File: src/rtl/io_pkg.sv
// io_pkg: shared state encoding, segment table and BCD sizing for the display unit
package io_pkg;
  typedef enum logic [1:0] {IDLE, SHIFT, LOAD} state_e;
  localparam logic [6:0] SEG [16] = '{
    7'b1000000, 7'b1111001, 7'b0100100, 7'b0110000,
    7'b0011001, 7'b0010010, 7'b0000010, 7'b1111000,
    7'b0000000, 7'b0010000, 7'b0001000, 7'b0000011,
    7'b1000110, 7'b0100001, 7'b0000110, 7'b0001110
  };
  function automatic int bcd_bits(int w);
    return 4 * ((w * 30103 + 99999) / 100000);
  endfunction
  localparam int ITERS = 32;
  localparam int BCD_W = bcd_bits(ITERS);
endpackage

File: src/rtl/dabble_core.sv
// dabble_core: shift/add-3 binary-to-BCD datapath, one step per strobe
module dabble_core
  import io_pkg::*;
#(
  parameter int WIDTH  = 32,
  parameter int BCD_W  = bcd_bits(WIDTH),
  parameter int DIGITS = 8
) (
  input  logic                  clk,
  input  logic                  rst_n,
  input  logic                  start,
  input  logic                  step,
  input  logic [WIDTH-1:0]      bin_in,
  output logic [4*DIGITS-1:0]   bcd_out
);
  logic [BCD_W+WIDTH-1:0] sr_q, sr_d, adj;
  // add 3 to every BCD nibble >= 5, then shift the whole register left on a step
  always_comb begin
    adj = sr_q;
    for (int i = 0; i < BCD_W / 4; i++)
      adj[WIDTH+4*i+:4] = sr_q[WIDTH+4*i+:4] >= 4'd5 ? sr_q[WIDTH+4*i+:4] + 4'd3 : sr_q[WIDTH+4*i+:4];
    sr_d = start ? {{BCD_W{1'b0}}, bin_in} : step ? adj << 1 : sr_q;
    bcd_out = '0;
    for (int i = 0; i < DIGITS; i++)
      if (i < BCD_W / 4) bcd_out[4*i+:4] = sr_q[WIDTH+4*i+:4];
  end
  // shift register holding {bcd, binary remainder}
  always_ff @(posedge clk or negedge rst_n)
    if (!rst_n) sr_q <= '0;
    else sr_q <= sr_d;
endmodule

File: src/rtl/io_display_unit.sv
// io_display_unit: CPU output register driving eight seven-segment digits in hex or decimal
module io_display_unit
  import io_pkg::*;
#(
  parameter int DIGITS = 8,
  parameter int WIDTH  = 32
) (
  input  logic             clk,
  input  logic             rst_n,
  input  logic             we,
  input  logic [WIDTH-1:0] wdata,
  input  logic             dec_mode,
  output logic             busy,
  output logic [6:0]       HEX0,
  output logic [6:0]       HEX1,
  output logic [6:0]       HEX2,
  output logic [6:0]       HEX3,
  output logic [6:0]       HEX4,
  output logic [6:0]       HEX5,
  output logic [6:0]       HEX6,
  output logic [6:0]       HEX7
);
  localparam int BW = bcd_bits(WIDTH);
  localparam int CW = $clog2(WIDTH + 1);
  state_e state_q, state_d;
  logic [CW-1:0] count_q, count_d;
  logic [WIDTH-1:0] val_q, val_d, pval_q, pval_d, go_val;
  logic mode_q, mode_d, pend_q, pend_d, pmode_q, pmode_d, busy_q;
  logic go, go_mode, step, load;
  logic [4*DIGITS-1:0] bcd;
  logic [6:0] hex_q [8];
  logic [6:0] seg_d [8];
  logic [3:0] nib;
  dabble_core #(.WIDTH(WIDTH), .BCD_W(BW), .DIGITS(DIGITS)) u_dabble (
    .clk    (clk),
    .rst_n  (rst_n),
    .start  (go & go_mode),
    .step   (step),
    .bin_in (go_val),
    .bcd_out(bcd)
  );
  // next state; a write that cannot start now lands in the one-deep pending slot
  always_comb begin
    state_d = state_q;
    count_d = count_q;
    val_d   = val_q;
    mode_d  = mode_q;
    pend_d  = pend_q;
    pval_d  = pval_q;
    pmode_d = pmode_q;
    go      = 1'b0;
    go_val  = wdata;
    go_mode = dec_mode;
    step    = 1'b0;
    load    = 1'b0;
    case (state_q)
      IDLE: go = we;
      SHIFT: begin
        step    = 1'b1;
        count_d = count_q + 1'b1;
        if (count_q == CW'(WIDTH - 1)) state_d = LOAD;
        if (we) begin
          pend_d  = 1'b1;
          pval_d  = wdata;
          pmode_d = dec_mode;
        end
      end
      LOAD: begin
        load    = 1'b1;
        state_d = IDLE;
        go      = pend_q | we;
        if (pend_q) begin
          go_val  = pval_q;
          go_mode = pmode_q;
          pend_d  = we;
          pval_d  = wdata;
          pmode_d = dec_mode;
        end
      end
      default: state_d = IDLE;
    endcase
    if (go) begin
      val_d   = go_val;
      mode_d  = go_mode;
      count_d = '0;
      state_d = go_mode ? SHIFT : LOAD;
    end
  end
  // segment decode of the finished value, digits beyond DIGITS show zero
  always_comb begin
    for (int i = 0; i < 8; i++) begin
      nib = 4'd0;
      if (i < DIGITS) nib = mode_q ? bcd[4*i+:4] : val_q[4*i+:4];
      seg_d[i] = SEG[nib];
    end
  end
  // control, pending buffer and busy registers
  always_ff @(posedge clk or negedge rst_n)
    if (!rst_n) begin
      state_q <= IDLE;
      count_q <= '0;
      val_q   <= '0;
      mode_q  <= 1'b0;
      pend_q  <= 1'b0;
      pval_q  <= '0;
      pmode_q <= 1'b0;
      busy_q  <= 1'b0;
    end else begin
      state_q <= state_d;
      count_q <= count_d;
      val_q   <= val_d;
      mode_q  <= mode_d;
      pend_q  <= pend_d;
      pval_q  <= pval_d;
      pmode_q <= pmode_d;
      busy_q  <= (state_d != IDLE) | pend_d;
    end
  // display registers, written only in LOAD
  always_ff @(posedge clk or negedge rst_n)
    if (!rst_n) for (int i = 0; i < 8; i++) hex_q[i] <= SEG[0];
    else if (load) hex_q <= seg_d;
  assign busy = busy_q;
  assign HEX0 = hex_q[0];
  assign HEX1 = hex_q[1];
  assign HEX2 = hex_q[2];
  assign HEX3 = hex_q[3];
  assign HEX4 = hex_q[4];
  assign HEX5 = hex_q[5];
  assign HEX6 = hex_q[6];
  assign HEX7 = hex_q[7];
endmodule

File: config.mk
export PLATFORM = sky130hd
export DESIGN_NAME = io_display_unit
export DESIGN_NICKNAME = d
export VERILOG_FILES = /design/src/rtl/io_pkg.sv /design/src/rtl/dabble_core.sv /design/src/rtl/io_display_unit.sv
export SDC_FILE = /design/constraint.sdc
export NUM_CORES = 1
export LEC_CHECK = 0
export CAP_MARGIN = 20
export CORE_ASPECT_RATIO = 0.7
export CORE_MARGIN = 4
export CORE_UTILIZATION = 35
export DETAILED_ROUTE_END_ITERATION = 10
export PLACE_DENSITY = 0.5
export REMOVE_ABC_BUFFERS = 1
export SETUP_SLACK_MARGIN = 0.3
export SLEW_MARGIN = 0
export SYNTH_ARGS = -nofsm -noshare
export SYNTH_HDL_FRONTEND = slang
export SYNTH_SLANG_ARGS = --single-unit
File: constraint.sdc
create_clock -name clk -period 5.25 [get_ports clk]
set_clock_uncertainty 0.1 [all_clocks]
set_input_delay 1.3125 -clock clk [delete_from_list [all_inputs] [get_ports clk]]
set_output_delay 1.3125 -clock clk [all_outputs]
set_load 0.01 [all_outputs]
==> results of run 1 <==
==> layer usage <==
layer | vias to the layer above | global-route usage, %
met1 | 4209 | 24.9
met2 | 103 | 22.5
met5 | - | 0
li1 | 4317 | -
met4 | 0 | 3.15
met3 | 18 | 3.23
==> cell usage after synthesis (all sizes together) (2+ instances only) <==
cell     instances  area, um2
nor2            60        225
nor3            18       90.1
a21o             9       67.6
o2111ai          2       17.5
nand3b           8       60.1
mux2            49        552
dfrtp          188       4700
and3             4       25.0
and2             3       18.8
nand4b           4       35.0
a31oi           39        244
o22a            10       87.6
or3b            10       87.6
o211ai          15        113
a211oi          16        120
ha              68        851
a32oi            9       78.8
o31ai            6       45.0
o32ai            2       17.5
nand2b          31        194
a211o            4       35.0
a22o             2       17.5
xnor2            2       17.5
clkbuf          46        173
a41o             2       20.0
o21ai           63        315
mux2i          145       1480
dfstp            8        210
nor2b            9       56.3
nand3           38        190
inv             46        173
buf             28        158
a311oi           6       52.6
o22ai            6       37.5
nor3b            8       60.1
nand2          109        409
a21oi           86        434
==> worst max-delay path: cells and delay by family, from the launching register on <==
family	cells	cell delay, ns
compound gates	1	1.03
fa+ha+maj	1	0.38
mux	1	0.27
buf+inv	2	0.86
flops	1	0.72
==> through the flow <==
| stage | hold slack [ns] | std cells | setup TNS (ns) | setup WS (ns) | util, % |
|---|---|---|---|---|---|
| 2_1_floorplan | 0.342 | 1096 | -2.41 | -0.0743 | - |
| 3_3_place_gp | 0.362 | 1623 | 0 | 1.46 | 39.5 |
| 3_5_place_dp | 0.364 | 1624 | 0 | 1.67 | 39.6 |
| 4_1_cts | 0.382 | 1656 | 0 | 1.72 | 41.3 |
| 5_1_grt | 0.408 | 1656 | 0 | 1.44 | 41.3 |
| 6_report | 0.380 | 1656 | 0 | 1.75 | 41.3 |
==> logic make-up (layout without fill, tap and decap cells) <==
kind of cell | Yosys count | count (layout)
flip-flops | 196 | 196
multiplexers | 194 | 194
buffers and inverters | 120 | 179
AND/OR/NAND/NOR | 304 | 304
AO/OA/AOI/OAI | 286 | 286
XOR/XNOR | 2 | 2
adder cells (fa/ha/maj) | 68 | 68
==> where the power goes <==
group / total, mW / internal, mW / switching (mW)
clock network: 1.29 / 0.682 / 0.612
registers: 2.98 / 2.26 / 0.727
logic: 4.51 / 2.09 / 2.41
==> layout make-up <==
| class | instances | area (um2) | area share [%] |
|---|---|---|---|
| clock buffers | 21 | 460 | 3.44 |
| clock inverters | 11 | 104 | 0.775 |
| inverters | 46 | 173 | 1.29 |
| multi-input cells | 854 | 6190 | 46.2 |
| flip-flops and latches | 196 | 4920 | 36.7 |
| well taps | 427 | 534 | 3.99 |
| repair buffers | 101 | 1020 | 7.59 |
==> sequential cells by signal, summed over array words and instances (netlist names), 6 cells and up <==
signal,cells
HEX0,7
HEX1,7
HEX2,7
HEX3,7
HEX4,7
HEX5,7
HEX6,7
HEX7,7
count_q,6
pval_q,32
u_dabble.sr_q,64
val_q,32
==> worst paths after layout <==
path                                     end  depth (start not counted)
max                        u_dabble.sr_q[18]                          5
min                                val_q[25]                          2
max reg2reg                u_dabble.sr_q[18]                          5
min reg2reg                        val_q[25]                          2
max in group asynchronous   u_dabble.sr_q[1]                          2
min in group asynchronous            HEX3[4]                          1
==> results.json, run 1 <==
{
  "viasPerCell": 5.22,
  "setup_viol": 0,
  "cp.required_ns": 5.51,
  "die_w_um": 225,
  "worstPathArrival_ns": 3.76,
  "synthesis.instances": 1170,
  "cts_setup_buffers": 0,
  "clock_latency_ns": 0.45,
  "cts_hold_buf": 0,
  "final_max_slew_viol_count": 0,
  "synthFlopType": "dfrtp_1",
  "cts.sinks": 196,
  "antenna_found_initial": 0,
  "synth-simple-area-share_pct": 12.7,
  "cts_tree": "yes",
  "min_period_over_period_pct": 66.7,
  "grt_pass1_vias": 8440,
  "synth_xor_area_share_pct": 0.151,
  "avgSynthCellArea_um2": 9.88,
  "synth_edf_count": 0,
  "io_pins": 93,
  "drt-pass1-iter-count": 5,
  "drtIter0Drc": 486,
  "fp.coreArea_um2": 32400,
  "synthAdderAreaFrac_pct": 7.36,
  "clk_pin_slew_ns": 0.07,
  "syn2layout_area_growth_pct": 15.9,
  "dpl_cell_area_um2": 12800,
  "ys_ff_latch": 196,
  "clockBufferDepth": 2,
  "dieArea_um2": 36100,
  "powerDensity_nw_per_um2": 656,
  "slowest_delay_ns": 1.03,
  "max_freq_mhz": 286,
  "leakagePower_nw": 5.68,
  "fillerInstances": 3203,
  "grt_max_degree": 84,
  "worstHoldStart": "val_q[25]",
  "maxUsedRoutingLayer": "met4",
  "path_cells": "inv_1, ha_4, inv_2, a41o_4, mux2i_1",
  "synthArstFlopShare_pct": 100,
  "reg2reg_slack_ns": 1.75,
  "fin_nets": 1320,
  "yosysUniqueCellTypes": 55,
  "final_common_cell": "dfrtp_1",
  "rows": 55,
  "hp-class": "flop to flop",
  "cts_resized": 0,
  "critPathMaxFanout": 67,
  "diodes": 0,
  "synth.area.mux_share_pct": 17.6,
  "final_cell_area_um2": 13400,
  "wl_per_cell_um": 16.9,
  "ant_nets": 0,
  "initial_core_util_pct": 35.7,
  "hpwl_um": 18500,
  "post-route-drc-count": 0,
  "p_total_mw": 8.78,
  "vias": 8647,
  "most-common-layout-cells": "dfrtp_1 (187), mux2i_1 (140), nand2_1 (108)",
  "synth_area_um2": 11600,
  "dr_wl_met2_um": 11700,
  "drt-total-wl_um": 27900,
  "cap_viol_max_count": 0,
  "hold_viol": 0,
  "worst_slew_pin_slew_ns": 1.03,
  "cp-start-kind": "flop",
  "io_buffers": 92,
  "ctsHtreeMaxLevel": 4,
  "wl_met1_um": 15100,
  "grt_pass1_wl_um": 46400,
  "groute.usage.overall_pct": 15.9,
  "synth_warnings": 0,
  "cts_buffers": 17,
  "setup.worst_path.class": "flop to flop",
  "rsz0062_at_grt": "no",
  "overflow": 0,
  "status": "completed",
  "vdd_drop_max_mv": 0.328,
  "drive_gt1_share_pct": 9.85,
  "crit_slowest_cell": "a41o_4",
  "relSlewSlack_pct": 31.6,
  "yosysSeqAreaShare_pct": 42.5,
  "end_kind": "flop",
  "wl_met3_um": 842,
  "dieHeight_um": 160,
  "place.gp.congestion": 0.834,
  "synth_top_family_by_area": "multiplexers",
  "min_period_ns": 3.50,
  "synth_compound_gate_area_share_pct": 15.4,
  "crit_path_start": "state_q[0]",
  "cts_root_buffer": "clkbuf_16",
  "worstReg2RegStart": "state_q[0]"
}
Power figures use the tool's default switching activity.
==> run 2, diff against run 1 <==
--- a/config.mk
+++ b/config.mk
@@ -10,7 +10,7 @@
 export CORE_MARGIN = 4
 export CORE_UTILIZATION = 35
 export DETAILED_ROUTE_END_ITERATION = 10
-export PLACE_DENSITY = 0.5
+export PLACE_DENSITY = 0.51
 export REMOVE_ABC_BUFFERS = 1
 export SETUP_SLACK_MARGIN = 0.3
 export SLEW_MARGIN = 0
==> constraint.sdc (replaced) <==
create_clock -name clk -period 3 [get_ports clk]
set_clock_uncertainty 0.1 [all_clocks]
set_input_delay 0.75 -clock clk [delete_from_list [all_inputs] [get_ports clk]]
set_output_delay 0.75 -clock clk [all_outputs]
set_load 0.01 [all_outputs]
==> results.json, run 2 (synthesized netlist as in run 1, its figures left out) <==
{
  "place.gp.congestion": 0.829,
  "worstReg2RegStart": "mode_q",
  "most-common-layout-cells": "dfrtp_1 (187), mux2i_1 (140), nand2_1 (108)",
  "antenna_found_initial": 0,
  "largestRegisters": "u_dabble.sr_q x64, pval_q x32, val_q x32",
  "grt_pass1_wl_um": 46900,
  "grt_pass1_vias": 8475,
  "viasPerCell": 5.24,
  "fin_nets": 1343,
  "hp-class": "input pin to async pin",
  "setup_viol": 0,
  "relSlewSlack_pct": 55.7,
  "powerDensity_nw_per_um2": 1160,
  "clk_pin_slew_ns": 0.08,
  "grt_max_degree": 100,
  "p_total_mw": 15.8,
  "diodes": 0,
  "crit_family": "flip-flops",
  "slowest_delay_ns": 0.62,
  "io_pins": 93,
  "end_kind": "flop",
  "vdd_drop_max_mv": 0.615,
  "groute.usage.overall_pct": 15.9,
  "top_register": "u_dabble.sr_q",
  "ctsHtreeMaxLevel": 4,
  "drtIter0Drc": 561,
  "cap_viol_max_count": 0,
  "clock_latency_ns": 0.44,
  "reg2reg_slack_ns": 0.48,
  "crit_slowest_cell": "dfrtp_4",
  "min_period_over_period_pct": 84.2,
  "cts_root_buffer": "clkbuf_16",
  "wl_per_cell_um": 17.2,
  "overflow": 0,
  "cp_common_cell": "mux2i_1",
  "tns_ns": 0,
  "post-route-drc-count": 0,
  "ant_nets": 0,
  "min_period_ns": 2.52,
  "final_common_cell": "dfrtp_1",
  "worst_slew_pin_slew_ns": 0.646,
  "cp-start-kind": "flop",
  "clockBufferDepth": 2,
  "reg2reg_depth": 8,
  "cp_num_cells": 8,
  "rsz0062_at_grt": "no",
  "fillerInstances": 3130,
  "final_max_slew_viol_count": 0,
  "die_w_um": 225,
  "critPathMaxFanout": 12,
  "fp.coreArea_um2": 32400,
  "cp_num_buf_inv": 2,
  "vias": 8791,
  "setup.worst_path.class": "flop to flop",
  "drt-total-wl_um": 28800,
  "drt-pass1-iter-count": 4,
  "status": "completed",
  "dpl_cell_area_um2": 13000,
  "largest_reg_flops": 64,
  "final_cell_area_um2": 13700,
  "worstPathArrival_ns": 2.73,
  "cp.required_ns": 3.20,
  "r2r_end": "HEX4[4]",
  "hold_viol": 0,
  "dieHeight_um": 160,
  "hpwl_um": 19200,
  "dieArea_um2": 36100,
  "syn2layout_area_growth_pct": 18.1,
  "cts.sinks": 196,
  "path_cells": "buf_4, mux2i_1, inv_1, ha_1, mux2i_1, nand2_1, a31oi_1, a21oi_1",
  "max_freq_mhz": 396,
  "initial_core_util_pct": 35.7,
  "rows": 55,
  "leakagePower_nw": 5.82,
  "hold_ws_ns": 0.155,
  "cts_tree": "yes",
  "drive_gt1_share_pct": 11.6,
  "cts_buffers": 17,
  "io_buffers": 92
}
[run 2: metrics by stage]
step                      setup slack (ns)  util (%)  std cells
after floorplan                      -2.32         -       1096
after global placement               0.406      40.2       1645
after detailed placement             0.302      40.2       1645
after CTS                            0.399      42.0       1678
after global routing                 0.318      42.1       1679
final                                0.475      42.1       1679
[run 2: layout make-up]
cell class | instances | area [um2] | area share [%]
well taps | 427 | 534 | 3.91
clock inverters | 13 | 135 | 0.990
inverters | 46 | 173 | 1.26
clock buffers | 19 | 443 | 3.24
flip-flops and latches | 196 | 4920 | 36.0
repair buffers | 124 | 1270 | 9.28
multi-input cells | 854 | 6180 | 45.3
[run 2: timing repair]
action	in CTS	in global routing
endpoints found under the setup margin	1	4
gates cloned	0	0
gates resized for setup	0	0
setup buffers	1	1
hold buffers	0	0
[run 2: where the power goes]
group | total (mW) | switching, mW | internal, mW
sequential | 5.11 | 1.16 | 3.95
clock | 2.31 | 1.06 | 1.25
combinational | 8.38 | 4.49 | 3.89
[run 2: how the worst max path moves through the flow]
stage,startpoint,endpoint,slack (ns)
finish,mode_q,HEX4[4],0.48
global route,mode_q,HEX7[4],0.32
CTS,mode_q,HEX4[4],0.40
detailed placement,mode_q,HEX4[4],0.30
global placement,mode_q,HEX4[4],0.41
floorplan,state_q[0],u_dabble.sr_q[0],-2.32
[run 2: metal layers]
metal  track usage (%)  share of wire [%]  vias to the layer above
met5                 0                  0                        -
met4              3.82                1.1                        0
met3              2.85                3.4                       21
met2              22.8                 42                      137
met1              24.8                 54                     4295
li1                  -                  -                     4338
[run 2: worst register-to-register path, stage by stage, from the launching register on]
cell and delay, ns:
dfrtp_4 0.62, buf_4 0.28, mux2i_1 0.44, inv_1 0.13
ha_1 0.29, mux2i_1 0.16, nand2_1 0.07, a31oi_1 0.20
a21oi_1 0.08
==> run 3, diff against run 2 <==
--- a/config.mk
+++ b/config.mk
@@ -10,7 +10,7 @@
 export CORE_MARGIN = 4
 export CORE_UTILIZATION = 35
 export DETAILED_ROUTE_END_ITERATION = 10
-export PLACE_DENSITY = 0.51
+export PLACE_DENSITY = 0.5
 export REMOVE_ABC_BUFFERS = 1
 export SETUP_SLACK_MARGIN = 0.3
 export SLEW_MARGIN = 0
==> constraint.sdc (replaced) <==
create_clock -name clk -period 2.4 [get_ports clk]
set_clock_uncertainty 0.1 [all_clocks]
set_input_delay 0.6 -clock clk [delete_from_list [all_inputs] [get_ports clk]]
set_output_delay 0.6 -clock clk [all_outputs]
set_load 0.01 [all_outputs]
==> results.json, run 3 (synthesized netlist as in run 1, its figures left out) <==
{
  "worstPathArrival_ns": 2.42,
  "cts_root_buffer": "clkbuf_16",
  "grt_util_met1_pct": 25.8,
  "leakagePower_nw": 6.51,
  "powerDensity_nw_per_um2": 1480,
  "clock_latency_ns": 0.45,
  "drtIter0Drc": 588,
  "dieHeight_um": 160,
  "status": "completed",
  "vdd_drop_max_mv": 0.536,
  "ant_nets": 0,
  "die_w_um": 225,
  "grt_max_degree": 99,
  "met2_usage_pct": 23.5,
  "drt-pass1-iter-count": 5,
  "min_period_ns": 2.19,
  "grt.busiest_layer": "met1",
  "largestRegisters": "u_dabble.sr_q x64, pval_q x32, val_q x32",
  "vias": 9120,
  "rows": 55,
  "initial_core_util_pct": 35.7,
  "groute.usage.overall_pct": 16.5,
  "hpwl_um": 19500,
  "post-route-drc-count": 0,
  "final_max_slew_viol_count": 0,
  "io_pins": 93,
  "top_register": "u_dabble.sr_q",
  "dieArea_um2": 36100,
  "relSlewSlack_pct": 63.3,
  "antenna_found_initial": 1,
  "min_period_over_period_pct": 91.3,
  "setup_viol": 0,
  "end_kind": "flop",
  "overflow": 0,
  "grt_pass1_vias": 8737,
  "cp.required_ns": 2.62,
  "grtUsageMet3_pct": 3.20,
  "drive_gt1_share_pct": 23.5,
  "max_freq_mhz": 456,
  "io_buffers": 92,
  "viasPerCell": 5.20,
  "largest_reg_flops": 64,
  "fp.coreArea_um2": 32400,
  "cp-start-kind": "flop",
  "drt-total-wl_um": 30200,
  "cts.sinks": 196,
  "grt_pass1_wl_um": 48500,
  "setup.worst_path.class": "flop to flop",
  "place.gp.congestion": 0.812,
  "clk_pin_slew_ns": 0.08,
  "final_common_cell": "dfrtp_1",
  "most-common-layout-cells": "dfrtp_1 (185), mux2i_1 (128), nand2_1 (105)",
  "hp-class": "flop to flop",
  "cap_viol_max_count": 0,
  "ctsHtreeMaxLevel": 4,
  "worst_slew_pin_slew_ns": 0.535,
  "clockBufferDepth": 2,
  "cts_buffers": 17,
  "syn2layout_area_growth_pct": 30.6,
  "cts_tree": "yes",
  "rsz0062_at_grt": "yes",
  "critPathMaxFanout": 7,
  "hold_viol": 0,
  "hold_ws_ns": 0.382,
  "fin_util_pct": 46.6,
  "fin_nets": 1417,
  "wl_per_cell_um": 17.2
}
[run 3: cell types whose count changed in the layout (fill, tap and decap cells not counted), sizes merged]
cell	delta
buf	+69
bufbuf	+1
bufinv	-2
clkbuf	+4
clkdlybuf4s50	-38
clkinv	-6
clkinvlp	+3
diode	+1
dlygate4sd2	+16
dlygate4sd3	+1
dlymetal6s2s	+22
inv	+4
[run 3: final timing paths]
path	start	endpoint	slack [ns]	cells after the start
hold / removal	val_q[14]	val_q[14]	0.38	2
setup reg to reg	mode_q	HEX4[4]	0.21	8
setup / recovery	mode_q	HEX4[4]	0.21	8
max in group asynchronous	rst_n	HEX5[6]	1.00	3
hold reg to reg	val_q[14]	val_q[14]	0.38	2
min in group asynchronous	rst_n	HEX3[3]	0.56	2
[run 3: critical path, stage by stage (launching register included)]
cell	delay, ns
dfrtp_4	0.52
buf_4	0.22
mux2i_4	0.31
inv_1	0.15
ha_4	0.21
mux2i_1	0.15
nand2_1	0.09
a31oi_2	0.23
a21oi_1	0.08
[run 3: metal layers]
metal | wire length [um] | up-vias
met5 | 0 | -
met4 | 262 | 0
met3 | 859 | 22
met2 | 12700 | 121
met1 | 16400 | 4468
li1 | - | 4509
[run 3: cell type report]
type                       instances  area (um2)
inverter                          46         180
multi-input combinational        854        6780
timing repair buffer             198        2120
clock inverter                    12        96.3
clock buffer                      20         467
sequential                       196        4920
antenna                            1        2.50
fill                            2993       17300
tap                              427         534
[run 3: repair_timing]
item / in CTS / in global routing
hold endpoints to repair: 36 / 0
pin swaps: 12 / 37
cloned: 2 / 3
setup endpoints to repair: 84 / 104
buffers inserted: 16 / 27
resized for setup: 76 / 101
hold buffers: 1 / 0
[run 3: where the power goes]
part | total (mW) | internal, mW | switching [mW]
sequential | 6.41 | 4.94 | 1.47
combinational | 13.1 | 6.56 | 6.51
clock | 2.81 | 1.43 | 1.38
[run 3: metrics by stage]
| step | TNS, ns | worst slack [ns] | std cells | area [um2] | power (mW) |
|---|---|---|---|---|---|
| after floorplan | -445.78 | -2.92 | 1096 | 11200 | 13.2 |
| after global placement | 0 | 0.0792 | 1672 | 13300 | 17.2 |
| after detailed placement | 0 | 0.0548 | 1672 | 13300 | 17.3 |
| after CTS | 0 | 0.142 | 1723 | 14400 | 21.1 |
| after global routing | 0 | 0.103 | 1754 | 15100 | 24.1 |
| final | 0 | 0.208 | 1754 | 15100 | 22.3 |
